**src/rtl/beta_regfile_if.sv**
```systemverilog
// Register-file port bundle: two read addresses, stall, one write port, two read data.
// Latency: n/a (wires only).
// Backpressure: stall freezes the registered read outputs; writes are never blocked.
interface beta_regfile_if;
  logic [4:0]  ra1;
  logic [4:0]  ra2;
  logic        stall;
  logic [4:0]  wa;
  logic [31:0] wd;
  logic        WERF;
  logic [31:0] rd1;
  logic [31:0] rd2;

  // Pipeline side: drives addresses, stall and writeback, receives read data.
  modport master (
    output ra1, ra2, stall, wa, wd, WERF,
    input  rd1, rd2
  );

  // Register file side.
  modport slave (
    input  ra1, ra2, stall, wa, wd, WERF,
    output rd1, rd2
  );
endinterface

```
**src/rtl/beta_regfile.sv**
```systemverilog
// Beta 2-read/1-write register file, R31 hardwired to zero; option macro BETA_RF_BYPASS_EN.
// Latency: reads registered, data appears one clk after the address; writes land on the edge.
// Backpressure: stall holds rd1/rd2 and ignores ra1/ra2; writes proceed regardless of stall.
module beta_regfile (
  input  logic            clk,
  input  logic            reset,
  beta_regfile_if.slave   bus
);

  // R0..R30 only; R31 has no storage and reads as zero.
  logic [31:0] regs [31];
  logic [31:0] nxt_rd1;
  logic [31:0] nxt_rd2;
  logic        wr_en;

  // A write to address 31 is silently dropped.
  assign wr_en = bus.WERF && (bus.wa != 5'd31);

  // Read-port data selection: zero for R31, otherwise the array (or the
  // incoming write data when write-through is built in and addresses collide).
  always_comb begin
    nxt_rd1 = (bus.ra1 == 5'd31) ? 32'h0 : regs[bus.ra1];
    nxt_rd2 = (bus.ra2 == 5'd31) ? 32'h0 : regs[bus.ra2];
`ifdef BETA_RF_BYPASS_EN
    if (wr_en && (bus.wa == bus.ra1)) nxt_rd1 = bus.wd;
    if (wr_en && (bus.wa == bus.ra2)) nxt_rd2 = bus.wd;
`endif
  end

  // Storage update: reset clears every register and discards any write on that edge.
  always_ff @(posedge clk) begin
    if (reset) begin
      for (int i = 0; i < 31; i++) regs[i] <= 32'h0;
    end else if (wr_en) begin
      regs[bus.wa] <= bus.wd;
    end
  end

  // Registered read outputs: cleared by reset, frozen while stalled.
  always_ff @(posedge clk) begin
    if (reset) begin
      bus.rd1 <= 32'h0;
      bus.rd2 <= 32'h0;
    end else if (!bus.stall) begin
      bus.rd1 <= nxt_rd1;
      bus.rd2 <= nxt_rd2;
    end
  end

endmodule
```
**src/flat_wrapper.sv**
```systemverilog
// flat-port wrapper written by rule: the top's interface ports become plain ports
module beta_regfile_flat 
  (clk, reset, bus_ra1, bus_ra2, bus_stall, bus_wa, bus_wd, bus_WERF, bus_rd1, bus_rd2);
  beta_regfile_if bus_i ();
  input  logic clk;
  input  logic reset;
  input wire logic [$bits(bus_i.ra1)-1:0] bus_ra1;
  input wire logic [$bits(bus_i.ra2)-1:0] bus_ra2;
  input wire logic [$bits(bus_i.stall)-1:0] bus_stall;
  input wire logic [$bits(bus_i.wa)-1:0] bus_wa;
  input wire logic [$bits(bus_i.wd)-1:0] bus_wd;
  input wire logic [$bits(bus_i.WERF)-1:0] bus_WERF;
  output wire logic [$bits(bus_i.rd1)-1:0] bus_rd1;
  output wire logic [$bits(bus_i.rd2)-1:0] bus_rd2;
  assign bus_i.ra1 = bus_ra1;
  assign bus_i.ra2 = bus_ra2;
  assign bus_i.stall = bus_stall;
  assign bus_i.wa = bus_wa;
  assign bus_i.wd = bus_wd;
  assign bus_i.WERF = bus_WERF;
  assign bus_rd1 = bus_i.rd1;
  assign bus_rd2 = bus_i.rd2;
  beta_regfile u_core (.clk(clk), .reset(reset), .bus(bus_i));
endmodule
```
**config.mk**
```make
export PLATFORM = sky130hd
export DESIGN_NAME = beta_regfile_flat
export DESIGN_NICKNAME = d
export VERILOG_FILES = /design/src/rtl/beta_regfile_if.sv /design/src/rtl/beta_regfile.sv /design/src/flat_wrapper.sv
export SDC_FILE = /design/constraint.sdc
export NUM_CORES = 2
export LEC_CHECK = 0
export CAP_MARGIN = 0
export CORE_MARGIN = 1.5
export CORE_UTILIZATION = 45
export CTS_CLUSTER_SIZE = 30
export DETAILED_ROUTE_END_ITERATION = 12
export SYNTH_ARGS = -nofsm -noshare
export SYNTH_HDL_FRONTEND = slang
export SYNTH_SLANG_ARGS = --single-unit
```
**constraint.sdc**
```tcl
create_clock -name clk -period 3.65 [get_ports clk]
set_clock_uncertainty 0.2 [all_clocks]
set_input_delay 1.095 -clock clk [delete_from_list [all_inputs] [get_ports clk]]
set_output_delay 1.095 -clock clk [all_outputs]
set_load 0.03 [all_outputs]
```
==> results by group <==
Global routing
  – GRT Total Usage: 30.8%
  – Largest net degree at the start of global routing: 50
  – Vias in the first global route: 37,000
  – First-pass GRT wire length: 286,000 um
  – Total gr overflow: 0
  – Initial antenna violation count: 26

Placed design
  – Hpwl dp: 133,000 um
  – RePlAce Congestion: 0.921
  – Placed cell count: 5,830
  – Placed cell areas: 63,100 um^2
  – I/O Buffers: 114

Floorplan
  – Die W: 361 um
  – Starting Density: 45.2%
  – Rows: 131
  – Die area: 130,000 um^2
  – Die height: 361 um
  – Core footprint: 127,000 um^2
  – Boundary pin count: 115

Critical path
  – R2R depth: 5
  – Worst-path cell chain: clkdlybuf4s50_1
  – Worst EP required: 2.35 ns
  – CP top delay family: buffers and inverters
  – Crit path max-delay cell type: clkdlybuf4s50_1
  – CP endpoint kind: output pin
  – Data arrival, critical path: 2.17 ns
  – Crit Path Max Fanout: 4
  – Critical path depth: 1
  – Max stage delay on crit path: 0.78 ns
  – Startpoint types: flip-flop
  – Setup Crit Path Kind: flip-flop to output pin
  – Buffers & Inverters on Critical Path: 1

Route
  – 1st-iter DRT viols: 5,479
  – Drt pass-1 iters: 6
  – Post-route ant nets: 0
  – Vias/cell: 6.35
  – WL per Instance: 33.3 um
  – Drt drc: 0
  – Total number of vias: 38,500
  – Routed WL: 202,000 um

Layout
  – Layout cells sized above 1: 23.3%
  – Most common cell after layout, fill and taps aside: edfxtp_1
  – Fill count: 10,400
  – Finished Core Util: 52.6%
  – Final net count: 4,338
  – Post-route insts no fill: 6,055
  – Most frequent cells in the layout: 1,024 x edfxtp_1, 1,018 x and2_1, 417 x mux2i_1
  – Layout area overhead: 16.3%
  – Final instance area: 67,000 um^2
  – Multi-input gate area: 24,100 um^2
  – Register Area: 32,000 um^2

Worst hold path
  – Hold Crit Class: flip-flop to flip-flop
  – Hold path depth: 2

Yosys
  – Post-synthesis register bit count: 1,088
  – Synth Warn #: 0
  – Cell taking the most area after synthesis: edfxtp_1
  – Mapped Area: 57,600 um^2
  – Post-synth top flop: edfxtp_1
  – Area contributors post-synth: edfxtp_1 53%, mux4_2 13%, and2_1 11%, mux2i_1 7.2%, dfxtp_1 2.2%
  – Avg Cell Area, Syn: 14.0 um^2
  – Post-synth EDFFs: 1,024
  – Register area share after synthesis: 55.6%
  – Ys async rst share: 0%
  – Post-synthesis cell count: 4,114
  – Yosys cell types: 44
  – Synth top area share: 53.4%

Clock network
  – Root buf cell: clkbuf_16
  – Setup bufs post-CTS: 0
  – Clock Path Buffers: 3
  – Post-cts sizing count: 0
  – Clock latency on the worst-skew pair: 0.75 ns
  – Clock buffer count from CTS: 117
  – CTS tree: built
  – Hold Buf Count CTS: 0
  – CTS sink count: 1,088
  – Register clock-pin slew on the reported worst setup and hold paths: 0.06 ns
  – H-tree depth: 3

Timing
  – Final Cycle Share: 94.9%
  – Period minus WS final: 3.46 ns
  – RSZ-0062 raised after global routing: no
  – Fmax: 289 MHz
  – Final setup violating endpoints: 0
  – Hold Vio Cnt, Final: 0
  – Fin Setup TNS: 0 ns
  – Slew Limit Fails: 0
  – Worst slew pin tran: 1.35 ns
  – Max transition margin: 9.62%

Power and ir drop
  – Pwr dens: 463 nW/um^2
  – Max VDD drop: 0.380 mV
  – Power, Total: 0.0311 W
  – Leakage power: 24.1 nW

Job
  – MaxCap Viol Count: 0

Outcome
  – Outcome: completed
## registers in the layout (all words and copies together), names as in the netlist
register        flops
u_core.bus.rd1     32
u_core.bus.rd2     32
u_core.regs      1024
## per-layer routing
metal | wire [um] | GRT usage [%] | up-vias
met5 | 45 | 0 | -
met4 | 4730 | 7.83 | 8
met3 | 23900 | 7.87 | 269
met2 | 88800 | 45.5 | 2251
met1 | 84400 | 45.2 | 19900
li1 | - | - | 16000
## cell type report
type / count / share of cell area (%)
clock buffers: 162 / 4.80
clock inverters: 59 / 0.963
inverters: 3 / 0.0168
well taps: 1662 / 3.10
flip-flops and latches: 1088 / 47.8
multi-input cells: 2626 / 36.0
repair buffers: 451 / 7.31
diodes: 4 / 0.0149
## power by group
| part | leakage, nW | internal, W | switching [W] |
|---|---|---|---|
| combinational | 12.0 | 0.00169 | 0.00237 |
| clock | 1.89 | 0.00706 | 0.00512 |
| sequential | 10.3 | 0.0143 | 0.000473 |
## kinds of logic (layout without fill, tap and decap cells)
group,after synthesis,count (layout),share of synthesized area (%)
and+or+nand+nor,1312,1312,13.5
DFF,1088,1088,55.6
muxes,832,832,21.6
AOI/OAI and AO/OA,450,450,6.07
buffers and inverters,431,675,3.22
other,1,36,0.00651
## synthesized netlist by cell type (21+ instances only)
master        n
and2_1     1019
a22oi_1      64
mux2_2       94
a21o_1       32
a221oi_1     63
o22ai_1      64
nor2_1      101
buf_2        65
nand3b_1     39
a211oi_1     31
a21oi_1      32
nand2_1      99
a2111oi_0    80
buf_4        21
or2_2        32
o211ai_1     64
edfxtp_1   1024
clkbuf_1    329
mux4_2      320
mux2i_1     417
dfxtp_1      64
## worst min-delay path, stage by stage (launching register included)
cell and delay, ns:
dfxtp_1 0.33, nand3b_1 0.13, a221oi_1 0.09
## through the flow
step           hold WS (ns)  worst slack [ns]
2_1_floorplan         0.483             0.614
3_3_place_gp          0.395            -0.158
3_5_place_dp          0.404            -0.172
4_1_cts               0.414             0.207
5_1_grt               0.427             0.175
6_report              0.406             0.185
## final timing paths
path | startpoint | end | slack [ns]
worst max register to register | u_core.regs[10][15] | u_core.bus.rd1[15] | 1.09
worst max-delay path | u_core.bus.rd1[17] | bus_rd1[17] | 0.19
worst min register to register | u_core.bus.rd2[8] | u_core.bus.rd2[8] | 0.41
worst min-delay path | u_core.bus.rd2[8] | u_core.bus.rd2[8] | 0.41
Power figures use the tool's default switching activity.
